**src/rtl/poly_pointwise_mul_ctrl.sv**
```systemverilog
// Sequencer for one pointwise polynomial product: streams operand pairs into a
// fixed-latency modular multiplier and writes each product back at its index.
module poly_pointwise_mul_ctrl #(
  parameter int N     = 256,
  parameter int AW    = 8,
  parameter int WIDTH = 12,
  parameter int MOD   = 3329
) (
  input  logic             clk,
  input  logic             rst,
  input  logic             start,
  output logic             busy,
  output logic             done,
  output logic             range_err,
  output logic             rd_en,
  output logic [AW-1:0]    rd_addr,
  input  logic [WIDTH-1:0] a_rdata,
  input  logic [WIDTH-1:0] b_rdata,
  output logic             mul_en,
  output logic [WIDTH-1:0] mul_a,
  output logic [WIDTH-1:0] mul_b,
  input  logic             mul_done,
  input  logic [WIDTH-1:0] mul_r,
  output logic             wr_en,
  output logic [AW-1:0]    wr_addr,
  output logic [WIDTH-1:0] wr_data
);

  typedef enum logic [1:0] {IDLE, ISSUE, DRAIN, FIN} state_t;

  localparam logic [AW:0]      LAST_RD  = (AW+1)'(N - 1);
  localparam logic [AW:0]      ALL_WR   = (AW+1)'(N);
  localparam logic [AW:0]      CNT_ONE  = (AW+1)'(1);
  localparam logic [WIDTH-1:0] MOD_W    = WIDTH'(MOD);

  state_t      state, state_nxt;
  logic [AW:0] rd_cnt, wr_cnt;
  logic        rd_vld;
  logic        launch;
  logic        accept_res;

  assign launch     = (state == IDLE) && start;
  assign accept_res = mul_done && ((state == ISSUE) || (state == DRAIN));

  always_ff @(posedge clk) begin
    if (rst) state <= IDLE;
    else     state <= state_nxt;
  end

  // wr_cnt reaches N on the same edge that presents the write for index N-1.
  always_comb begin
    state_nxt = state;
    case (state)
      IDLE:    if (start) state_nxt = ISSUE;
      ISSUE:   if (rd_cnt == LAST_RD) state_nxt = DRAIN;
      DRAIN:   if (wr_en && (wr_cnt == ALL_WR)) state_nxt = FIN;
      FIN:     state_nxt = IDLE;
      default: state_nxt = IDLE;
    endcase
  end

  always_comb begin
    busy    = (state != IDLE);
    done    = (state == FIN);
    rd_en   = (state == ISSUE);
    rd_addr = rd_cnt[AW-1:0];
  end

  always_ff @(posedge clk) begin
    if (rst) begin
      rd_cnt    <= '0;
      wr_cnt    <= '0;
      rd_vld    <= 1'b0;
      range_err <= 1'b0;
      mul_en    <= 1'b0;
      mul_a     <= '0;
      mul_b     <= '0;
      wr_en     <= 1'b0;
      wr_addr   <= '0;
      wr_data   <= '0;
    end else begin
      rd_vld <= rd_en;
      mul_en <= rd_vld;
      if (rd_vld) begin
        mul_a <= a_rdata;
        mul_b <= b_rdata;
      end

      if (launch) begin
        rd_cnt    <= '0;
        wr_cnt    <= '0;
        range_err <= 1'b0;
      end else begin
        if (rd_en) rd_cnt <= rd_cnt + CNT_ONE;
        if (rd_vld && ((a_rdata >= MOD_W) || (b_rdata >= MOD_W))) range_err <= 1'b1;
        if (accept_res) wr_cnt <= wr_cnt + CNT_ONE;
      end

      wr_en <= accept_res;
      if (accept_res) begin
        wr_addr <= wr_cnt[AW-1:0];
        wr_data <= mul_r;
      end
    end
  end

endmodule

```
**config.mk**
```make
export PLATFORM = sky130hd
export DESIGN_NAME = poly_pointwise_mul_ctrl
export DESIGN_NICKNAME = d
export VERILOG_FILES = /design/src/rtl/poly_pointwise_mul_ctrl.sv
export SDC_FILE = /design/constraint.sdc
export NUM_CORES = 1
export LEC_CHECK = 0
export BUFFER_PORTS_ARGS = -buffer_cell sky130_fd_sc_hd__buf_2
export CAP_MARGIN = 20
export CORE_MARGIN = 1
export CORE_UTILIZATION = 44
export DETAILED_ROUTE_END_ITERATION = 16
export HOLD_SLACK_MARGIN = 0.03
export PLACE_DENSITY = 0.82
export SYNTH_ARGS = -nofsm -noshare
export SYNTH_HDL_FRONTEND = slang
export SYNTH_SLANG_ARGS = --single-unit
```
**constraint.sdc**
```tcl
create_clock -name clk -period 1.4 [get_ports clk]
set_clock_uncertainty 0.1 [all_clocks]
set_input_delay 0.21 -clock clk [delete_from_list [all_inputs] [get_ports clk]]
set_output_delay 0.21 -clock clk [all_outputs]
set_load 0.005 [all_outputs]
```
Yosys cells after proc, flatten, opt, wreduce, memory -nomap -nowiden
Index checks and enable logic that the tools add are counted.

Word-level logic and storage cells: 37. Register bits after elaboration: 68. Bits of input ports: 40. Output and inout bits: 58.

Equality and inequality tests: 8. $lt $le $gt $ge: 2. Reductions and logical operators: 10. Multiplexer cells: 4. Add/subtract/negate cells: 2.

Operators by type and width (number): 12-bit >= comparator, second input constant (2); 9-bit by 1-bit adder with 9-bit output, second input constant (2); 9-bit by 8-bit equality test with 1-bit output, second input constant (1); 9-bit equality test, second input constant (1); 2-bit one-hot mux with 4 select lines (1); 2-bit two-way mux (3); 2-bit equality test, second input constant (2); 1-bit logical AND (4); 2-bit by 1-bit inequality test with 1-bit output, second input constant (2); 3-bit AND reduction (1); 2-bit by 1-bit equality test with 1-bit output, second input constant (1); 2-bit zero test (1); 1-bit logical OR (2); 2-bit inequality test, second input constant (1); 2-bit nonzero test (1); 2-bit OR reduction (1).

Depth between registers and ports, before layout
Depth in word-level cells: 4. Mapped depth: 7. Depth with buffers taken out: 7.

Worst setup path before layout
No wires, ideal clock.

Path kind: flip-flop to flip-flop. Start: reg state[0]. End: reg wr_addr[7]. Cell stages (with the launch flop): 8. Path slack: -0.117 ns. Required time: 1.167 ns. Arrival time: 1.284 ns. Period minus slack after synthesis: 1.517 ns. Library setup time: 0.133 ns. Buffers on the path: 2. Cells stage by stage: dfxtp_1 inv_1 ha_1 and2_1 buf_2 buf_2 nand2_1 a21oi_1.

Longest elaborated chain between the ends: 3. Elaborated cells between the ends (all ways): 4. Those cells by class: 2 x eq/ne; 2 x reduce/logical.

RTL lines: start, declared (line 36) `state_t state, state_nxt;`; start signal, assigned (line 47) `else state <= state_nxt;`; 2-bit by 1-bit equality test with 1-bit output / 2-bit equality test (equally long branches) (line 43) `assign accept_res = mul_done && ((state == ISSUE) || (state == DRAIN));`; 1-bit logical OR * (line 43); 1-bit logical AND * (line 43); end signal, assigned (line 101) `wr_addr <= wr_cnt[AW-1:0];`; end, declared (line 25) `output logic [AW-1:0] wr_addr,`.

Mark *: on every way between the ends. The rest lies on a longest branch, timed or not. A chain may end at the register's enable or synchronous reset.

Worst setup path after layout
Start: reg state[1]. End: reg wr_cnt[3].

Longest elaborated chain between the ends: 3. Elaborated cells between the ends (all ways): 7. Those cells by class: 2 x eq/ne; 5 x reduce/logical.

RTL lines: 2-bit by 1-bit equality test with 1-bit output (tied with other cells) (line 43); 1-bit logical OR / 1-bit logical AND (equally long branches) (line 43, 42); 1-bit logical AND / 2-bit OR reduction (equally long branches); end signal, assigned (line 96) `if (accept_res) wr_cnt <= wr_cnt + CNT_ONE;`; end, declared (line 37) `logic [AW:0] rd_cnt, wr_cnt;`.

Several ways; a longest one is shown, not always the timed one.

==> results.toml <==
[route]
drt_iter0_drc = 75
vias = 2551
final_antenna_net_count = 0
drc_errors = 0
totalWireLength_microns = 6920
drtPass1Iterations = 4
wl_per_cell_microns = 13.3
vias_per_cell = 4.92

[clocking]
tritoncts = "yes"
cts_sinks = 68
cts_root_buffer = "clkbuf_8"
cts_buffer_depth = 2
insertion_delay_ns = 0.33
h-tree-depth = 3
clkTransAtPathRegs_ns = 0.08
numCtsBuffers = 9

[synth]
synth.distinct_cells = 32
syn_inst = 303
synth_ff_type = "dfxtp_1"
ys_seq_elements = 68
ys_seq_area_share_pct = 49.8
async_flop_share_pct = 0
ys_top_cells_by_count = "68 x dfxtp_1, 49 x nand2_1, 42 x nor2_1, 26 x a21oi_1, 26 x mux2i_1"
synthTopCellsByArea = "dfxtp_1 50%, mux2i_1 9.5%, nand2_1 6.7%"
synth_nets = 352
yosysMostFrequentCell = "dfxtp_1"
avgSynthCellArea_sq_um = 9.03
ys_warn_count = 0
synth_top_area_share_pct = 49.8
synth_edf_count = 0
yosys.area.top_type = "dfxtp_1"
netlist_area_sq_mm = 0.00274

[worst_hold_path]
holdCritPathClass = "in2reg"

[sta]
fin_crit_ns = 1.50
fmax_ghz = 0.668
min_period_over_period_pct = 107
slew_headroom_pct = 68.6
tightestPinTransition_ns = 0.471
maxSlewViolCount = 0
rsz0062_at_grt = "yes"
finalHoldViolations = 0
setup_viol = 20
fin_ws_ns = -0.0973
tns_ns = -0.593

[pwr]
max-vdd-ir-drop_v = 0.00105
powerDensity_mw_per_mm2 = 1560
leakage_nw = 1.81

[placed_design]
place_area_sq_mm = 0.00344
io_buffers = 97
place.gp.congestion = 0.805
hpwl_microns = 4450

[layout]
synthToLayoutAreaGrowth_pct = 50.5
final_net_count = 488
diodes = 0
layout-drive-gt1-share_pct = 41.0
fillers = 462
final_area_sq_mm = 0.00412

[die]
core-area_sq_mm = 0.00596
dieArea_sq_mm = 0.00654
io_pins = 98
initial_core_util_pct = 45.9
die_height_microns = 80.8
die_w_microns = 80.8
rows = 28

[critical_path]
critPathKind = "reg2reg"
worst_setup_path_end_kind = "register"
arrival_ns = 1.62
required_ns = 1.52
cp-start-kind = "register"
cp_max_fo = 7

[run_status]
failed_checks = "negative setup slack"
status = "complete, but fails checks"

[job]
maxCapViolCount = 0

[grt]
grt_usage_pct = 20.0
grt_max_degree = 40
grt_pass1_wl_microns = 10000
overflow = 0
grt_pass1_vias = 2295
antenna_found_initial = 0
[cells by family (layout without fill, tap and decap cells)]
logic type,after synthesis,in the layout,share of synthesized area [%]
DFF,68,68,49.8
xor gates and xnor gates,13,13,4.16
adders and majority gates,9,9,4.12
muxes,26,26,9.52
AOI/OAI and AO/OA,34,34,6.91
and+or+nand+nor,121,121,19.5
buffers and inverters,32,173,6.04
[sequential cells by signal, indices dropped and copies added (netlist names)]
name,cells
mul_a,12
mul_b,12
wr_data,12
rd_cnt,9
wr_cnt,9
wr_addr,8
state,2
mul_en,1
range_err,1
rd_vld,1
wr_en,1
[what timing repair did]
action | in CTS | in global routing
resized for setup | 10 | 27
endpoints found under the hold margin | 23 | 0
hold buffers | 23 | 0
setup buffers | 0 | 2
gates cloned | 0 | 2
setup endpoints to repair | 34 | 34
pin swaps | 2 | 10
[layer usage]
metal	track usage (%)	wire length [microns]	vias to the layer above
met5	0	0	-
met4	6.25	63	0
met3	6.40	305	6
met2	34.9	3570	63
met1	23.1	2980	1209
li1	-	-	1273
[layout make-up]
| type | instances | area (sq um) | share of cell area (%) |
|---|---|---|---|
| multi-input combinational | 203 | 1360 | 33.0 |
| timing repair buffer | 149 | 1020 | 24.8 |
| sequential | 68 | 1370 | 33.4 |
| inverter | 8 | 35.0 | 0.851 |
| tap | 75 | 93.8 | 2.28 |
| clock buffer | 11 | 151 | 3.68 |
| clock inverter | 5 | 83.8 | 2.04 |
[stage by stage]
step / setup slack, ns / power [mW] / util, % / hold slack, ns / std cells
after detailed placement: -0.102 / 4.11 / 57.8 / 0.343 / 476
after CTS: -0.0676 / 6.11 / 66.2 / 0.0321 / 515
final: -0.0973 / 6.41 / 69.1 / 0.0387 / 519
after global placement: -0.0453 / 4.05 / 57.8 / 0.338 / 476
after global routing: -0.159 / 6.78 / 69.1 / 0.0483 / 519
after floorplan: -0.0290 / 3.50 / - / 0.246 / 303
[path summary, 6_finish.rpt]
path                                 start   endpoint  slack, ns  depth (start not counted)
worst max-delay path              state[1]  wr_cnt[3]       -0.1                          6
worst min-delay path            a_rdata[8]   mul_a[8]       0.04                          3
worst max register to register    state[1]  wr_cnt[3]       -0.1                          6
worst min register to register   range_err  range_err       0.35                          2
[placed cells by master, fill, tap and decap left out, drive strengths merged]
cell type / Yosys / routed
nand4: 9 / 9
nand2: 49 / 49
clkinvlp: 0 / 2
nand3: 5 / 5
dlygate4sd3: 0 / 23
nor2: 42 / 42
bufinv: 0 / 2
o31ai: 1 / 1
nand2b: 2 / 2
o21ai: 2 / 2
nor2b: 1 / 1
nor3b: 1 / 1
o22ai: 1 / 1
clkbuf: 5 / 13
nor4: 5 / 5
mux2i: 26 / 26
xnor2: 2 / 2
a21oi: 26 / 26
buf: 19 / 124
a211oi: 2 / 2
xor2: 11 / 11
and3: 2 / 2
a21o: 2 / 2
inv: 8 / 8
nor3: 1 / 1
or3: 2 / 2
dfxtp: 68 / 68
and2: 1 / 1
and4: 1 / 1
ha: 9 / 9
clkinv: 0 / 1
[power by group]
group | switching, mW | leakage [nW] | total (mW) | internal [mW]
logic | 1.05 | 1.14 | 2.21 | 1.15
clock network | 0.751 | 0.112 | 1.85 | 1.10
registers | 0.151 | 0.555 | 2.35 | 2.20
total | 1.96 | 1.81 | 6.41 | 4.46
[critical path, cell delays in order (launching register included)]
cell     delay (ns)
dfxtp_4        0.37
inv_4          0.05
ha_4           0.28
and2_4         0.22
nand4_1        0.12
xor2_1         0.18
nor2_1         0.07
Note: power is estimated with default switching activity, not from simulation.
